`config.mk`:
```
export PLATFORM = sky130hd
export DESIGN_NAME = datapath_sequencer
export DESIGN_NICKNAME = d
export VERILOG_FILES = /design/src/rtl/datapath_sequencer.sv
export SDC_FILE = /design/constraint.sdc
export NUM_CORES = 1
export LEC_CHECK = 0
export CORE_MARGIN = 1.5
export CORE_UTILIZATION = 40
export CTS_BUF_LIST = sky130_fd_sc_hd__clkbuf_8
export DETAILED_ROUTE_END_ITERATION = 6
export GPL_ROUTABILITY_DRIVEN = 0
export GPL_TIMING_DRIVEN = 0
export PLACE_DENSITY = 0.69
export SYNTH_ARGS = -nofsm -noshare
export SYNTH_HDL_FRONTEND = slang
export SYNTH_SLANG_ARGS = --single-unit
```
`constraint.sdc`:
```
create_clock -name CK -period 1.8 [get_ports CK]
set_clock_uncertainty 0.05 [all_clocks]
set_input_delay 0.36 -clock CK [delete_from_list [all_inputs] [get_ports CK]]
set_output_delay 0.36 -clock CK [all_outputs]
set_load 0.1 [all_outputs]
```
`src/rtl/datapath_sequencer.sv`:
```
// -----------------------------------------------------------------------------
// datapath_sequencer
//
// Control end of the 8-bit bus datapath: three GGREG8 registers sharing a
// tri-state operand bus, plus ADD8/MUL8 units whose B operand is a constant
// load. One register-to-register instruction is taken in IDLE. The block then
// sequences every enable: operand-bus driver, result-bus unit, carry-in and the
// destination load pulse. It finishes with a one-cycle done (and err for an
// illegal instruction).
//
// Sequence: IDLE -> SRC -> EXEC (W cycles) -> WB -> DONE -> IDLE
//           IDLE -> DONE directly for an illegal op/src/dst.
//
// Ports
//   CK        in   1  clock, rising edge
//   Clear     in   1  synchronous active-high reset, overrides start
//   start     in   1  instruction valid, sampled only in IDLE
//   op        in   2  00 ADD, 01 MUL, 10 ADDC (carry-in=1), 11 illegal
//   src       in   2  operand register 0..2 (3 illegal)
//   dst       in   2  destination register 0..2 (3 illegal)
//   bus_oe    out  3  one-hot operand-bus driver enable for R0..R2
//   reg_ld    out  3  one-hot single-cycle load pulse for R0..R2
//   add_oe    out  1  adder result-bus buffer enable
//   mul_oe    out  1  multiplier result-bus buffer enable
//   carry_in  out  1  adder carry input
//   busy      out  1  high in every state except IDLE
//   done      out  1  one-cycle completion pulse
//   err       out  1  one-cycle pulse with done for an illegal instruction
//   op_count  out  8  completed legal instructions, wraps 255->0
//
// Every output is a flop. Its next value is decoded from the next state and
// the next latched instruction fields. This keeps the enables glitch-free on
// the tri-state bus and lets Clear drop them all at the same edge.
// -----------------------------------------------------------------------------
module datapath_sequencer #(
   parameter int unsigned ADD_WAIT = 32'd1,   // EXEC cycles for ADD/ADDC, 1..15
   parameter int unsigned MUL_WAIT = 32'd3    // EXEC cycles for MUL, 1..15
) (
   input  logic       CK,
   input  logic       Clear,
   input  logic       start,
   input  logic [1:0] op,
   input  logic [1:0] src,
   input  logic [1:0] dst,
   output logic [2:0] bus_oe,
   output logic [2:0] reg_ld,
   output logic       add_oe,
   output logic       mul_oe,
   output logic       carry_in,
   output logic       busy,
   output logic       done,
   output logic       err,
   output logic [7:0] op_count
);

   localparam logic [1:0] OP_ADD  = 2'b00;
   localparam logic [1:0] OP_MUL  = 2'b01;
   localparam logic [1:0] OP_ADDC = 2'b10;
   localparam logic [1:0] OP_BAD  = 2'b11;
   localparam logic [1:0] REG_BAD = 2'd3;

   localparam logic [3:0] ADD_W_C = ADD_WAIT[3:0];
   localparam logic [3:0] MUL_W_C = MUL_WAIT[3:0];

   typedef enum logic [2:0] {
      ST_IDLE = 3'd0,
      ST_SRC  = 3'd1,
      ST_EXEC = 3'd2,
      ST_WB   = 3'd3,
      ST_DONE = 3'd4
   } state_t;

   // Register index to one-hot enable; index 3 gives no enable at all.
   function automatic logic [2:0] decode3(input logic [1:0] idx);
      logic [2:0] oh;
      case (idx)
         2'd0:    oh = 3'b001;
         2'd1:    oh = 3'b010;
         2'd2:    oh = 3'b100;
         default: oh = 3'b000;
      endcase
      return oh;
   endfunction

   // An instruction is legal only if op, src and dst are all in range.
   function automatic logic is_legal(input logic [1:0] o, input logic [1:0] s,
                                     input logic [1:0] d);
      return (o != OP_BAD) && (s != REG_BAD) && (d != REG_BAD);
   endfunction

   state_t      state_r,   state_nx_s;
   logic [1:0]  op_r,      op_nx_s;
   logic [1:0]  src_r,     src_nx_s;
   logic [1:0]  dst_r,     dst_nx_s;
   logic        ill_r,     ill_nx_s;
   logic [3:0]  cnt_r,     cnt_nx_s;

   logic [2:0]  bus_oe_r,  bus_oe_nx_s;
   logic [2:0]  reg_ld_r,  reg_ld_nx_s;
   logic        add_oe_r,  add_oe_nx_s;
   logic        mul_oe_r,  mul_oe_nx_s;
   logic        carry_r,   carry_nx_s;
   logic        busy_r,    busy_nx_s;
   logic        done_r,    done_nx_s;
   logic        err_r,     err_nx_s;
   logic [7:0]  count_r,   count_nx_s;

   // Next-state logic and instruction latch; fields change only on an IDLE start.
   always_comb begin
      state_nx_s = state_r;
      op_nx_s    = op_r;
      src_nx_s   = src_r;
      dst_nx_s   = dst_r;
      ill_nx_s   = ill_r;
      cnt_nx_s   = cnt_r;
      case (state_r)
         ST_IDLE: begin
            if (start) begin
               op_nx_s    = op;
               src_nx_s   = src;
               dst_nx_s   = dst;
               ill_nx_s   = ~is_legal(op, src, dst);
               state_nx_s = is_legal(op, src, dst) ? ST_SRC : ST_DONE;
            end else begin
               state_nx_s = ST_IDLE;
            end
         end
         ST_SRC: begin
            cnt_nx_s   = (op_r == OP_MUL) ? MUL_W_C : ADD_W_C;
            state_nx_s = ST_EXEC;
         end
         ST_EXEC: begin
            // The count was loaded with W, so EXEC lasts exactly W cycles.
            if (cnt_r <= 4'd1) begin
               state_nx_s = ST_WB;
            end else begin
               cnt_nx_s   = cnt_r - 4'd1;
               state_nx_s = ST_EXEC;
            end
         end
         ST_WB: begin
            state_nx_s = ST_DONE;
         end
         ST_DONE: begin
            state_nx_s = ST_IDLE;
         end
         default: begin
            state_nx_s = ST_IDLE;
         end
      endcase
   end

   // Output decode from the next state so every output can be a flop.
   always_comb begin
      bus_oe_nx_s = 3'b000;
      reg_ld_nx_s = 3'b000;
      add_oe_nx_s = 1'b0;
      mul_oe_nx_s = 1'b0;
      carry_nx_s  = 1'b0;
      done_nx_s   = 1'b0;
      err_nx_s    = 1'b0;
      count_nx_s  = count_r;
      busy_nx_s   = (state_nx_s != ST_IDLE);
      case (state_nx_s)
         ST_IDLE: begin
            bus_oe_nx_s = 3'b000;
         end
         ST_SRC: begin
            bus_oe_nx_s = decode3(src_nx_s);
         end
         ST_EXEC: begin
            bus_oe_nx_s = decode3(src_nx_s);
            add_oe_nx_s = (op_nx_s == OP_ADD) || (op_nx_s == OP_ADDC);
            mul_oe_nx_s = (op_nx_s == OP_MUL);
            carry_nx_s  = (op_nx_s == OP_ADDC);
         end
         ST_WB: begin
            bus_oe_nx_s = decode3(src_nx_s);
            add_oe_nx_s = (op_nx_s == OP_ADD) || (op_nx_s == OP_ADDC);
            mul_oe_nx_s = (op_nx_s == OP_MUL);
            carry_nx_s  = (op_nx_s == OP_ADDC);
            reg_ld_nx_s = decode3(dst_nx_s);
         end
         ST_DONE: begin
            done_nx_s  = 1'b1;
            err_nx_s   = ill_nx_s;
            // DONE is entered once per instruction, so the count is visible
            // in the same cycle as the done pulse.
            count_nx_s = ill_nx_s ? count_r : (count_r + 8'd1);
         end
         default: begin
            bus_oe_nx_s = 3'b000;
         end
      endcase
   end

   // State, instruction latch and output registers; Clear drops everything at one edge.
   always_ff @(posedge CK) begin
      if (Clear) begin
         state_r  <= ST_IDLE;
         op_r     <= 2'b00;
         src_r    <= 2'b00;
         dst_r    <= 2'b00;
         ill_r    <= 1'b0;
         cnt_r    <= 4'd0;
         bus_oe_r <= 3'b000;
         reg_ld_r <= 3'b000;
         add_oe_r <= 1'b0;
         mul_oe_r <= 1'b0;
         carry_r  <= 1'b0;
         busy_r   <= 1'b0;
         done_r   <= 1'b0;
         err_r    <= 1'b0;
         count_r  <= 8'd0;
      end else begin
         state_r  <= state_nx_s;
         op_r     <= op_nx_s;
         src_r    <= src_nx_s;
         dst_r    <= dst_nx_s;
         ill_r    <= ill_nx_s;
         cnt_r    <= cnt_nx_s;
         bus_oe_r <= bus_oe_nx_s;
         reg_ld_r <= reg_ld_nx_s;
         add_oe_r <= add_oe_nx_s;
         mul_oe_r <= mul_oe_nx_s;
         carry_r  <= carry_nx_s;
         busy_r   <= busy_nx_s;
         done_r   <= done_nx_s;
         err_r    <= err_nx_s;
         count_r  <= count_nx_s;
      end
   end

   assign bus_oe   = bus_oe_r;
   assign reg_ld   = reg_ld_r;
   assign add_oe   = add_oe_r;
   assign mul_oe   = mul_oe_r;
   assign carry_in = carry_r;
   assign busy     = busy_r;
   assign done     = done_r;
   assign err      = err_r;
   assign op_count = count_r;

endmodule

```
### Word level (Yosys, flattened, before mapping)

Index checks and enable logic that the tools add are counted.

* ROM bits: 0
* latch bits: 0
* word-level logic and storage cells: 77
* bits of input ports: 9
* output and inout port bits: 20
* bits in writable memories: 0
* memories: 0
* register bits after elaboration: 34

* order comparisons: 1
* shifts and indexed selects: 0
* muxes and demuxes: 18
* equal/unequal tests: 18
* add/sub/neg operators: 2
* reduce and logical (&&, ||, !) cells: 17
* divide/modulo/power cells: 0
* bitwise logic cells: 6
* multiply operators: 0

Operators by type and width (number)
* case mux 3 bit (3 select lines): 2
* two-way mux 2 bit: 7
* equality test 3 x 2 -> 1 bit (second input constant): 4
* case mux 3 bit (4 select lines): 1
* OR reduction 2 bit: 5
* adder 8 x 1 -> 8 bit (second input constant): 1
* equality test 2 x 1 -> 1 bit (second input constant): 4
* inequality test 2 bit (second input constant): 4
* case mux 4 bit (2 select lines): 1
* equality test 2 bit (second input constant): 3
* equality test 3 x 1 -> 1 bit (second input constant): 2
* zero test 2 bit: 3
* two-way mux 3 bit: 2
* inverter 1 bit: 6
* <= comparator 4 x 1 -> 1 bit (second input constant): 1
* two-way mux 1 bit: 4
* two-way mux 4 bit: 1
* AND reduction 2 bit: 2
* subtractor 4 x 1 -> 4 bit (second input constant): 1
* equality test 3 bit (second input constant): 1
* zero test 3 bit: 1
* nonzero test 3 bit: 1
* OR reduction 3 bit: 1
* logical AND 1 bit: 2
* 2 further kinds: 2

### Depth between registers and ports, before layout

* depth after elaboration: 10
* depth in mapped cells: 6
* gate-level depth less buffers: 6

### Worst setup path after synthesis

No wires, ideal clock.

* path kind: reg-to-reg
* from: register count_r[2], in the netlist op_count[2]
* to: register count_r[7], in the netlist op_count[7]
* arrival: 1.718 ns
* data required time: 1.683 ns
* clock period less this slack: 1.835 ns
* path buffers: 0
* cell stages (with the launch flop): 5
* setup time: 0.067 ns
* slack: -0.035 ns
* path through: dfxtp_1 -> and4_1 -> nand4_1 -> xor2_1 -> nor2_1

* word-level cells in the longest chain between the ends: 1

Ends and longest elaborated chain
* from (decl): line 106 `logic [7:0] count_r, count_nx_s;`
* from (signal assigned): line 230 `count_r <= count_nx_s;`
* adder 8 x 1 -> 8 bit: line 189 `count_nx_s = ill_nx_s ? count_r : (count_r + 8'd1);`

No other way between the ends.
A chain may end at the register's enable or synchronous reset.

### Worst setup path in the final report

* from: register count_r[0], in the netlist op_count[0]
* to: output port op_count[0]

RTL lines
* to (decl): line 53 `output logic [7:0] op_count`

No word-level cell between the ends.

==> impl_metrics.py <==
metrics = {
    "floorplan": {
        "pin_count": 29,
        "initial_core_util_pct": 42.9,
        "dieArea_sq_um": 4060,
        "core.rowCount": 21,
        "core_sq_um": 3440,
        "die_x_microns": 63.8,
        "die_h_microns": 63.8,
    },
    "logic_synthesis": {
        "syn_avg_cell_area_sq_um": 9.17,
        "synth-seq-cells": 34,
        "synth_edf_count": 0,
        "yosys_warnings": 0,
        "postSynthCellCount": 161,
        "yosysSeqAreaShare_pct": 46.1,
        "async_flop_share_pct": 0,
        "yosysUniqueCellTypes": 38,
        "yosysMostFrequentCell": "dfxtp_1",
        "synthTopCellsByArea": "dfxtp_1 (46%), nand3b_1 (6.1%), nor2_1 (5.1%)",
        "ys_top_cells_by_count": "dfxtp_1 (34), nor2_1 (20), nand2_1 (14)",
        "syn_area_sq_um": 1480,
        "synth_ff_type": "dfxtp_1",
        "synthesis.nets": 173,
        "synth_largest_area_cell": "dfxtp_1",
        "synth_top_area_share_pct": 46.1,
    },
    "detailed_routing": {
        "dr.pass1.iters": 4,
        "drt-total-wl_mm": 3.05,
        "postRouteAntennaNets": 0,
        "drc": 0,
        "viasPerCell": 5.15,
        "wl_per_cell_microns": 12.4,
        "drt_iter0_markers": 45,
        "num_vias": 1266,
    },
    "sta": {
        "max_freq_mhz": 600,
        "setup_viol_count_final": 0,
        "max-slew-margin-rel_pct": 59.1,
        "hold_viol_final": 0,
        "final_max_slew_viol_count": 0,
        "fin_crit_sh_pct": 92.6,
        "tightest_slew_ns": 0.612,
        "rsz0062_at_grt": "false",
        "period_needed_ns": 1.67,
    },
    "global_routing": {
        "use_met2_pct": 28.6,
        "met1_usage_pct": 19.3,
        "met3_usage_pct": 6.16,
        "antenna_found_initial": 0,
        "grt_pass1_wl_mm": 5.43,
        "grt-ovfl-total": 0,
        "grt_pass1_vias": 1265,
        "grt_max_degree": 12,
        "grt_util_all_layers_pct": 17.0,
        "busiest_layer": "met2",
    },
    "pwr": {
        "p_total_mw": 1.75,
        "ir_drop_v": 0.000469,
        "clock_power_share_pct": 33.3,
        "p_int_mw": 1.22,
        "p_sw_share_pct": 30.2,
        "seq_power_share_pct": 46.3,
        "combPwrFrac_pct": 20.3,
        "leakagePower_nw": 0.727,
        "p_per_area_nw_per_um2": 896,
        "switching_power_uw": 529,
    },
    "run_status": {
        "status": "finished clean",
    },
    "critical_path": {
        "cp.required_ns": 1.39,
        "crit_slowest_cell": "clkdlybuf4s15_2",
        "critPathTopFamily": "buffers and inverters",
        "arrival_ns": 1.26,
        "critPathMaxStageDelay_ns": 0.58,
        "cp-start-kind": "register",
        "path_buf_inv": 1,
        "cp_max_fo": 4,
        "crit_chain": "clkdlybuf4s15_2",
        "cp-end-kind": "primary output",
        "path_class": "register to primary output",
        "r2r_start": "state_r[0]$_SDFF_PP0_",
        "startpoint": "op_count[0]$_SDFFE_PP0P_",
    },
    "clocking": {
        "cts_hold_buffers": 0,
        "cts_buffers": 5,
        "path_clk_slew_ns": 0.07,
        "cts_sinks": 34,
        "cts_buffer_depth": 2,
        "clock-root-buffer": "clkbuf_8",
        "clk_latency_ns": 0.29,
        "tritoncts": "done",
        "htree_levels": 2,
    },
    "hold_path": {
        "min_path_type": "register to register",
        "min_from": "src_r[0]$_SDFF_PP0_",
    },
    "run": {
        "maxCapViolCount": 0,
    },
    "placed_design": {
        "io_buffer_count": 27,
        "place_inst": 234,
        "hpwl_mm": 2.20,
    },
    "final_layout": {
        "num-nets-final": 211,
        "syn2layout_area_growth_pct": 32.6,
        "final_cells": 246,
        "diodes": 0,
        "drive_gt1_share_pct": 22.0,
        "fill_cells": 309,
    },
}
worst paths after layout:
path | end | slack, ns | cells past startpoint
max reg2reg | cnt_r[0]$_SDFFE_PP0P_ | 0.17 | 4
min | src_r[0]$_SDFF_PP0_ | 0.43 | 2
min reg2reg | src_r[0]$_SDFF_PP0_ | 0.43 | 2
max | op_count[0] | 0.13 | 1
per-layer routing:
metal  up-vias  wire, microns
met2        32           1480
li1        629              -
met1       600           1370
met5         -              0
met3         5            153
met4         0             42
state kept, by name, summed over array words and instances (netlist names), 2 cells and up:
name / count
state_r: 3
dst_r: 2
reg_ld: 3
cnt_r: 4
src_r: 2
op_count: 8
bus_oe: 3
op_r: 2
cell families after synthesis:
logic type | count (synthesis) | synth area share, %
AO/OA/AOI/OAI | 21 | 8.73
XOR/XNOR | 8 | 4.75
adder cells (fa/ha/maj) | 3 | 2.54
buffers and inverters | 13 | 4.32
flip-flops | 34 | 46.1
multiplexers | 5 | 3.39
AND/OR/NAND/NOR | 77 | 30.2
what timing repair did:
| action | in CTS | in global routing |
|---|---|---|
| endpoints found under the setup margin | 30 | 0 |
| gates resized for setup | 60 | 0 |
| buffers inserted | 4 | 0 |
layout by cell type (no fill, tap or decap), types with 2 or more instances in the layout:
cell type        count
dfxtp_1             31
nor2_1              20
clkdlybuf4s15_2     20
nand2_1             14
nand3b_1            12
a21oi_1             11
nor3_1               8
clkdlybuf4s50_1      7
xor2_1               6
clkbuf_8             6
inv_1                5
buf_4                5
mux2i_1              5
nand3_1              4
buf_2                3
clkbuf_1             3
a211oi_1             3
and2_1               3
ha_1                 3
dfxtp_2              3
nor3b_1              2
xnor2_1              2
or3_1                2
nand4_1              2
area by class of cell:
cell class	instances	area (sq um)	share of cell area (%)
well taps	46	57.6	2.94
repair buffers	31	325	16.6
clock buffers	6	82.6	4.22
plain buffers	8	45.0	2.30
inverters	5	18.8	0.958
multi-input cells	114	732	37.4
flip-flops and latches	34	684	35.0
clock inverters	2	12.5	0.639
stage by stage:
step / cell area, sq um / utilization (%) / worst slack [ns] / hold slack, ns / TNS, ns
2_1_floorplan: 1480 / - / 0.0199 / 0.407 / 0
3_5_place_dp: 1810 / 52.5 / -0.347 / 0.424 / -5.75
6_report: 1960 / 56.9 / 0.133 / 0.434 / 0
5_1_grt: 1960 / 56.9 / 0.00661 / 0.463 / 0
4_1_cts: 1960 / 56.9 / 0.113 / 0.433 / 0
3_3_place_gp: 1810 / 52.5 / -0.308 / 0.418 / -4.93
power by group through the flow:
stage | registers [mW] | clock network [mW] | logic [mW]
detailed placement | 0.830 | 0 | 0.342
global placement | 0.828 | 0 | 0.333
floorplan | 0.924 | 0 | 0.160
finish | 0.813 | 0.585 | 0.357
global route | 0.817 | 0.633 | 0.387
CTS | 0.813 | 0.598 | 0.357
No activity file was read; power rests on OpenSTA's default activity.
